==> src/rtl/matrix_loader_pkg.sv <==
// Shared definitions for the QR eigenvalue engine front-end: sizes, FSM states,
// Q6.10 constants and the column-major element index used by every stage.
package matrix_loader_pkg;

    localparam int DATA_W = 16;
    localparam int N      = 4;
    localparam int ELEMS  = N * N;
    localparam int CNT_W  = 4;
    localparam int MAT_W  = DATA_W * ELEMS;

    typedef enum logic [0:0] {
        FILL = 1'b0,
        PEND = 1'b1
    } state_t;

    localparam logic signed [DATA_W-1:0] ONE           = 16'sd1024;
    localparam logic signed [DATA_W-1:0] RANGE_MAX_DEF = 16'sd8192;

    // Column-major packing: element (row, col) lives at slot 4*col + row.
    function automatic logic [CNT_W-1:0] elem_idx(input logic [1:0] row, input logic [1:0] col);
        elem_idx = {col, row};
    endfunction

endpackage

==> src/rtl/matrix_loader_buf.sv <==
// Sixteen-slot collect buffer with write index and sticky out-of-range flag.
// The flag logic exists only when MATRIX_LOADER_RANGE_CHK_EN is defined.
module matrix_loader_buf
    import matrix_loader_pkg::*;
#(
    parameter logic signed [DATA_W-1:0] RANGE_MAX = RANGE_MAX_DEF
) (
    input  logic              clk,
    input  logic              rst_n,
    input  logic              wr_en,
    input  logic              wr_first,
    input  logic [DATA_W-1:0] wr_data,
    input  logic              flag_clr,
    output logic [MAT_W-1:0]  buf_data,
    output logic              partial,
    output logic              last_word,
    output logic              buf_flag,
    output logic              word_flag
);

    logic [DATA_W-1:0] slot_r [ELEMS];
    logic [CNT_W-1:0]  cnt_r;
    logic [CNT_W-1:0]  wr_idx_s;

    // Write index, buffer flattening and end-of-matrix detection.
    always_comb begin
        buf_data = {MAT_W{1'b0}};
        if (wr_first) begin
            wr_idx_s = {CNT_W{1'b0}};
        end else begin
            wr_idx_s = cnt_r;
        end
        for (int k = 0; k < ELEMS; k++) begin
            buf_data[DATA_W*k +: DATA_W] = slot_r[k];
        end
        partial   = (cnt_r != {CNT_W{1'b0}});
        last_word = wr_en && !wr_first && (cnt_r == 4'd15);
    end

    // Slot storage and write index; a marker word restarts the matrix at slot 0.
    always_ff @(posedge clk or negedge rst_n) begin
        if (!rst_n) begin
            cnt_r <= {CNT_W{1'b0}};
            for (int k = 0; k < ELEMS; k++) begin
                slot_r[k] <= {DATA_W{1'b0}};
            end
        end else if (wr_en) begin
            slot_r[wr_idx_s] <= wr_data;
            if (wr_first) begin
                cnt_r <= 4'd1;
            end else begin
                cnt_r <= cnt_r + 4'd1;
            end
        end
    end

`ifdef MATRIX_LOADER_RANGE_CHK_EN
    logic signed [DATA_W:0] ext_s;
    logic signed [DATA_W:0] mag_s;
    logic                   oor_s;
    logic                   flag_r;

    // 17-bit magnitude so that -32768 is representable and gets flagged.
    always_comb begin
        ext_s = {wr_data[DATA_W-1], wr_data};
        if (ext_s[DATA_W]) begin
            mag_s = -ext_s;
        end else begin
            mag_s = ext_s;
        end
        oor_s = (mag_s > $signed({1'b0, RANGE_MAX}));
    end

    // Sticky flag follows the matrix being collected.
    always_ff @(posedge clk or negedge rst_n) begin
        if (!rst_n) begin
            flag_r <= 1'b0;
        end else if (flag_clr) begin
            flag_r <= 1'b0;
        end else if (wr_en && wr_first) begin
            flag_r <= oor_s;
        end else if (wr_en) begin
            flag_r <= flag_r | oor_s;
        end
    end

    assign buf_flag  = flag_r;
    assign word_flag = flag_r | (wr_en & oor_s);
`else
    logic unused_s;
    assign unused_s  = ^{flag_clr, RANGE_MAX};
    assign buf_flag  = 1'b0;
    assign word_flag = 1'b0;
`endif

endmodule

==> src/rtl/matrix_loader.sv <==
// Double-buffered 4x4 Q6.10 matrix loader: 16-word stream in, 256-bit matrix out.
// Optional range check enabled by defining MATRIX_LOADER_RANGE_CHK_EN.
module matrix_loader #(
    parameter int                 DATA_W    = 16,
    parameter int                 N         = 4,
    parameter logic signed [15:0] RANGE_MAX = 16'sd8192
) (
    input  logic                       clk,
    input  logic                       rst_n,
    input  logic                       s_valid,
    output logic                       s_ready,
    input  logic                       s_first,
    input  logic [DATA_W-1:0]          s_data,
    output logic                       m_valid,
    input  logic                       m_ready,
    output logic [DATA_W*N*N-1:0]      m_matrix,
    output logic                       m_range_err,
    output logic                       resync_err
);

    import matrix_loader_pkg::*;

    state_t           state_r;
    state_t           state_next_s;
    logic             s_ready_r;
    logic             m_valid_r;
    logic             m_range_err_r;
    logic             resync_err_r;
    logic [MAT_W-1:0] m_matrix_r;

    logic             accept_s;
    logic             hs_s;
    logic             slot_free_s;
    logic             copy_fill_s;
    logic             copy_pend_s;
    logic             copy_s;
    logic             copy_flag_s;
    logic             m_valid_next_s;
    logic             resync_s;
    logic [MAT_W-1:0] copy_data_s;

    logic [MAT_W-1:0] buf_data_s;
    logic             partial_s;
    logic             last_word_s;
    logic             buf_flag_s;
    logic             word_flag_s;

    assign accept_s    = s_valid && s_ready_r;
    assign hs_s        = m_valid_r && m_ready;
    assign slot_free_s = !m_valid_r || m_ready;
    assign resync_s    = accept_s && s_first && partial_s;

    matrix_loader_buf #(
        .RANGE_MAX (RANGE_MAX)
    ) u_buf (
        .clk       (clk),
        .rst_n     (rst_n),
        .wr_en     (accept_s),
        .wr_first  (s_first),
        .wr_data   (s_data),
        .flag_clr  (copy_s),
        .buf_data  (buf_data_s),
        .partial   (partial_s),
        .last_word (last_word_s),
        .buf_flag  (buf_flag_s),
        .word_flag (word_flag_s)
    );

    // Next-state logic: a full matrix either goes straight out or waits in PEND.
    always_comb begin
        state_next_s = state_r;
        copy_fill_s  = 1'b0;
        copy_pend_s  = 1'b0;
        case (state_r)
            FILL: begin
                if (last_word_s) begin
                    if (slot_free_s) begin
                        copy_fill_s = 1'b1;
                    end else begin
                        state_next_s = PEND;
                    end
                end else begin
                    state_next_s = FILL;
                end
            end
            PEND: begin
                if (hs_s) begin
                    copy_pend_s  = 1'b1;
                    state_next_s = FILL;
                end else begin
                    state_next_s = PEND;
                end
            end
            default: begin
                state_next_s = FILL;
            end
        endcase
    end

    // Output-slot source: word 15 bypasses the buffer when copied on its own accept edge.
    always_comb begin
        copy_s = copy_fill_s || copy_pend_s;
        if (copy_fill_s) begin
            copy_data_s = {s_data, buf_data_s[MAT_W-DATA_W-1:0]};
            copy_flag_s = word_flag_s;
        end else begin
            copy_data_s = buf_data_s;
            copy_flag_s = buf_flag_s;
        end
        if (copy_s) begin
            m_valid_next_s = 1'b1;
        end else if (hs_s) begin
            m_valid_next_s = 1'b0;
        end else begin
            m_valid_next_s = m_valid_r;
        end
    end

    // State, handshake outputs and the held matrix.
    always_ff @(posedge clk or negedge rst_n) begin
        if (!rst_n) begin
            state_r       <= FILL;
            s_ready_r     <= 1'b0;
            m_valid_r     <= 1'b0;
            m_matrix_r    <= {MAT_W{1'b0}};
            m_range_err_r <= 1'b0;
            resync_err_r  <= 1'b0;
        end else begin
            state_r      <= state_next_s;
            s_ready_r    <= (state_next_s == FILL);
            m_valid_r    <= m_valid_next_s;
            resync_err_r <= resync_s;
            if (copy_s) begin
                m_matrix_r    <= copy_data_s;
                m_range_err_r <= copy_flag_s;
            end
        end
    end

    assign s_ready     = s_ready_r;
    assign m_valid     = m_valid_r;
    assign m_matrix    = m_matrix_r;
    assign m_range_err = m_range_err_r;
    assign resync_err  = resync_err_r;

endmodule

==> config.mk <==
export PLATFORM = sky130hd
export DESIGN_NAME = matrix_loader
export DESIGN_NICKNAME = d
export VERILOG_FILES = /design/src/rtl/matrix_loader_pkg.sv /design/src/rtl/matrix_loader_buf.sv /design/src/rtl/matrix_loader.sv
export SDC_FILE = /design/constraint.sdc
export NUM_CORES = 1
export LEC_CHECK = 0
export ABC_AREA = 1
export CAP_MARGIN = 30
export CORE_MARGIN = 10
export CORE_UTILIZATION = 34
export CTS_CLUSTER_DIAMETER = 200
export CTS_CLUSTER_SIZE = 16
export DETAILED_ROUTE_END_ITERATION = 12
export GPL_ROUTABILITY_DRIVEN = 0
export HOLD_SLACK_MARGIN = 0.06
export PLACE_DENSITY_LB_ADDON = 0.08
export SLEW_MARGIN = 10
export SYNTH_ARGS = -nofsm -noshare
export SYNTH_HDL_FRONTEND = slang
export SYNTH_SLANG_ARGS = --single-unit
==> constraint.sdc <==
create_clock -name clk -period 4.25 [get_ports clk]
set_input_delay 0.6375 -clock clk [delete_from_list [all_inputs] [get_ports clk]]
set_output_delay 0.6375 -clock clk [all_outputs]
set_load 0.03 [all_outputs]
==> results.cfg <==
[sta]
worst_pin_slew_ns = 1.048
fin_ws_ns = 1.547
fin_crit_ns = 2.703
finalSetupTns_ns = 0
setup_viol = 0
drv_slew = 0
min_period_over_period_pct = 63.59
hold_violations = 0
fin_skew_ns = 0.02076
fmax_mhz = 370.0
relSlewSlack_pct = 30.14
rsz0062_at_grt = false

[critical_path]
crit_top_cell = nand2_1
cp_num_buf_inv = 1
cp_cell_sequence = ha_1 -> nand3_1 -> nor2_4 -> nand2_4 -> nand2_8 -> buf_12 -> nand2_1 -> nand2_1
cp-startpoint = u_buf.cnt_r[1]
path_max_fanout = 71
worstReg2RegStart = u_buf.cnt_r[1]
setup.worst_path.end_class = register
cpLargestDelayFamily = simple AND/OR/NAND/NOR gates
critPathMaxStageDelay_ns = 0.45
start_kind = register
r2r_slack_ns = 1.55
crit_type = register to register
worstPathRequired_ns = 4.74
slowest_stage = nand2_8
cp.arrival_ns = 3.20

[yosys]
synth-simple-area-share_pct = 26.78
syn_area_mm2 = 0.02045
syn_inst = 2277
ys.flop_type = dfrtp_1
synthesis.nets = 2300
synth_top_family_by_area = simple AND/OR/NAND/NOR gates
ys_seq_area_share_pct = 63.62
ys.warnings.count = 0
synth_fa_ha_area_share_pct = 0.1223
synthTopCellsByArea = dfrtp_1, nand2_1, nand3_1
synth_compound_area_share_pct = 5.267
yosys.area.top_type_share_pct = 63.62
synth_cell_types = 24
async_flop_share_pct = 100.0
synth_edf_count = 0
ys_seq_elements = 520
synthMuxAreaShare_pct = 0
synth_top_cell_by_area = dfrtp_1
avgSynthCellArea_um2 = 8.983
synth-xor-area-share_pct = 0

[flow_run]
cap_violations = 0

[global_routing]
track_usage_pct = 19.37
busiest_layer = met2
grt-ovfl-total = 0
met1_usage_pct = 26.04
grt_pass1_wl_um = 105500
use_met3_pct = 3.322
grt_max_degree = 207
grt_pass1_vias = 16176
use_met2_pct = 31.76
antenna_found_initial = 3

[power_and_ir_drop]
power_mw = 11.90
p_int_mw = 8.285
power_frac_comb_pct = 16.9
peakVddDrop_mv = 0.2686
p_clk_share_pct = 29.1
p_switching_mw = 3.618
seq_power_share_pct = 54.1
cellPowerDensity_mw_per_mm2 = 473.1
p_leak_nw = 13.13
swShare_pct = 30.39

[die]
fp.dieW_um = 265.3
start_util_pct = 34.53
rows = 89
dieArea_mm2 = 0.07037
fp.dieH_um = 265.3
pin_count = 281
core_area_mm2 = 0.05924

[worst_hold_path]
hold_class = input port to async pin

[routing]
postRouteAntennaNets = 0
routed_wirelength_um = 69190
vias = 16267
drt-initial-drc-count = 1490
wire_per_inst_um = 21.19
viasPerCell = 4.981
drcViolationCount = 0
dr.pass1.iters = 5

[final_layout]
final_cell_mix = nand2_1, dfrtp_1, nand3_1
final_cell_area_mm2 = 0.02516
diodes = 0
final_nets = 2514
final_common_cell = nand2_1
areaGrowthSynthToFinish_pct = 23.01
drive_gt1_share_pct = 4.573

[clock_tree]
cts_tree = built
cts_hold_buf = 0
cts-root-buf = clkbuf_16
numCtsBuffers = 38
clkTransAtPathRegs_ns = 0.08
clock_latency_ns = 0.57
clock_path_buffers = 3
postCtsSetupBuffers = 0
clock-sinks = 520
htree_levels = 2
post_cts_resize_count = 0

[place]
post-place-ws_ns = 0.9559
port_buffers = 279
postPlaceCellArea_mm2 = 0.02408
dpl.hpwl_um = 43460

[run_status]
status = finished, final reports clean
-- state kept, by name, summed over array words and instances, names as in the netlist --
signal and count:
m_matrix 256, m_valid 1, u_buf.cnt_r 4, u_buf.buf_data 256
s_ready 1, resync_err 1, state_r 1
-- cell families (layout without fill, tap and decap cells) --
group,after synthesis,in the layout
DFF,520,520
other,1,1
adders and majority gates,2,2
buffers and inverters,193,409
and+or+nand+nor,1346,1346
AOI/OAI and AO/OA,215,215
-- metrics by stage --
stage          utilization (%)  hold slack (ns)  instances
3_5_place_dp             40.65           0.4458       3222
2_1_floorplan                -           0.3419       2277
3_3_place_gp             40.57           0.4428       3218
5_1_grt                  42.47           0.1795       3266
6_report                 42.47           0.1146       3266
4_1_cts                  42.40           0.1587       3264
-- Yosys cell counts, types with 2 or more instances --
cell type     n
nor2_2        2
nor3_1        2
clkbuf_1     90
ha_1          2
nand2_1    1024
dfrtp_1     520
inv_2         2
nand3_1     281
buf_1        13
inv_1        27
buf_2        38
buf_4        23
o21ai_0     211
nand4_1      16
a21oi_1       2
nor2_1       16
-- layer usage --
metal | part of all wire (%) | routed length [um]
met5 | 0.059 | 41
met3 | 5.1 | 3504
met2 | 48 | 33360
met1 | 44 | 30690
met4 | 2.3 | 1600
-- cell type report --
cell class | count | area (um^2)
Clock buffer | 41 | 1026
Clock inverter | 1 | 8.758
Fill cell | 5883 | 34080
Inverter | 29 | 108.9
Multi-Input combinational cell | 1564 | 6625
Sequential cell | 520 | 13010
Tap cell | 773 | 967.2
Timing Repair Buffer | 338 | 3412
-- power groups by stage --
stage / registers [mW] / clock network (mW) / logic, mW
global placement: 6.52 / 0 / 1.96
CTS: 6.45 / 3.58 / 2.02
detailed placement: 6.54 / 0 / 2.02
floorplan: 6.62 / 0 / 0.901
finish: 6.44 / 3.46 / 2.01
global route: 6.55 / 3.75 / 2.26
-- worst paths after layout --
| path | to | cells past startpoint |
|---|---|---|
| min reg2reg | m_matrix[89] | 2 |
| min in group clk | m_matrix[89] | 2 |
| max | m_matrix[200] | 8 |
| max in group asynchronous | u_buf.buf_data[153] | 2 |
| min | m_matrix[75] | 1 |
| max reg2reg | m_matrix[200] | 8 |
-- worst reg2reg max path, stage by stage, from the launching register on --
cell and delay (ns):
dfrtp_1 0.44, ha_1 0.19, nand3_1 0.14, nor2_4 0.44, nand2_4 0.29, nand2_8 0.46
buf_12 0.38, nand2_1 0.20, nand2_1 0.08
(Power assumes the default switching activity.)
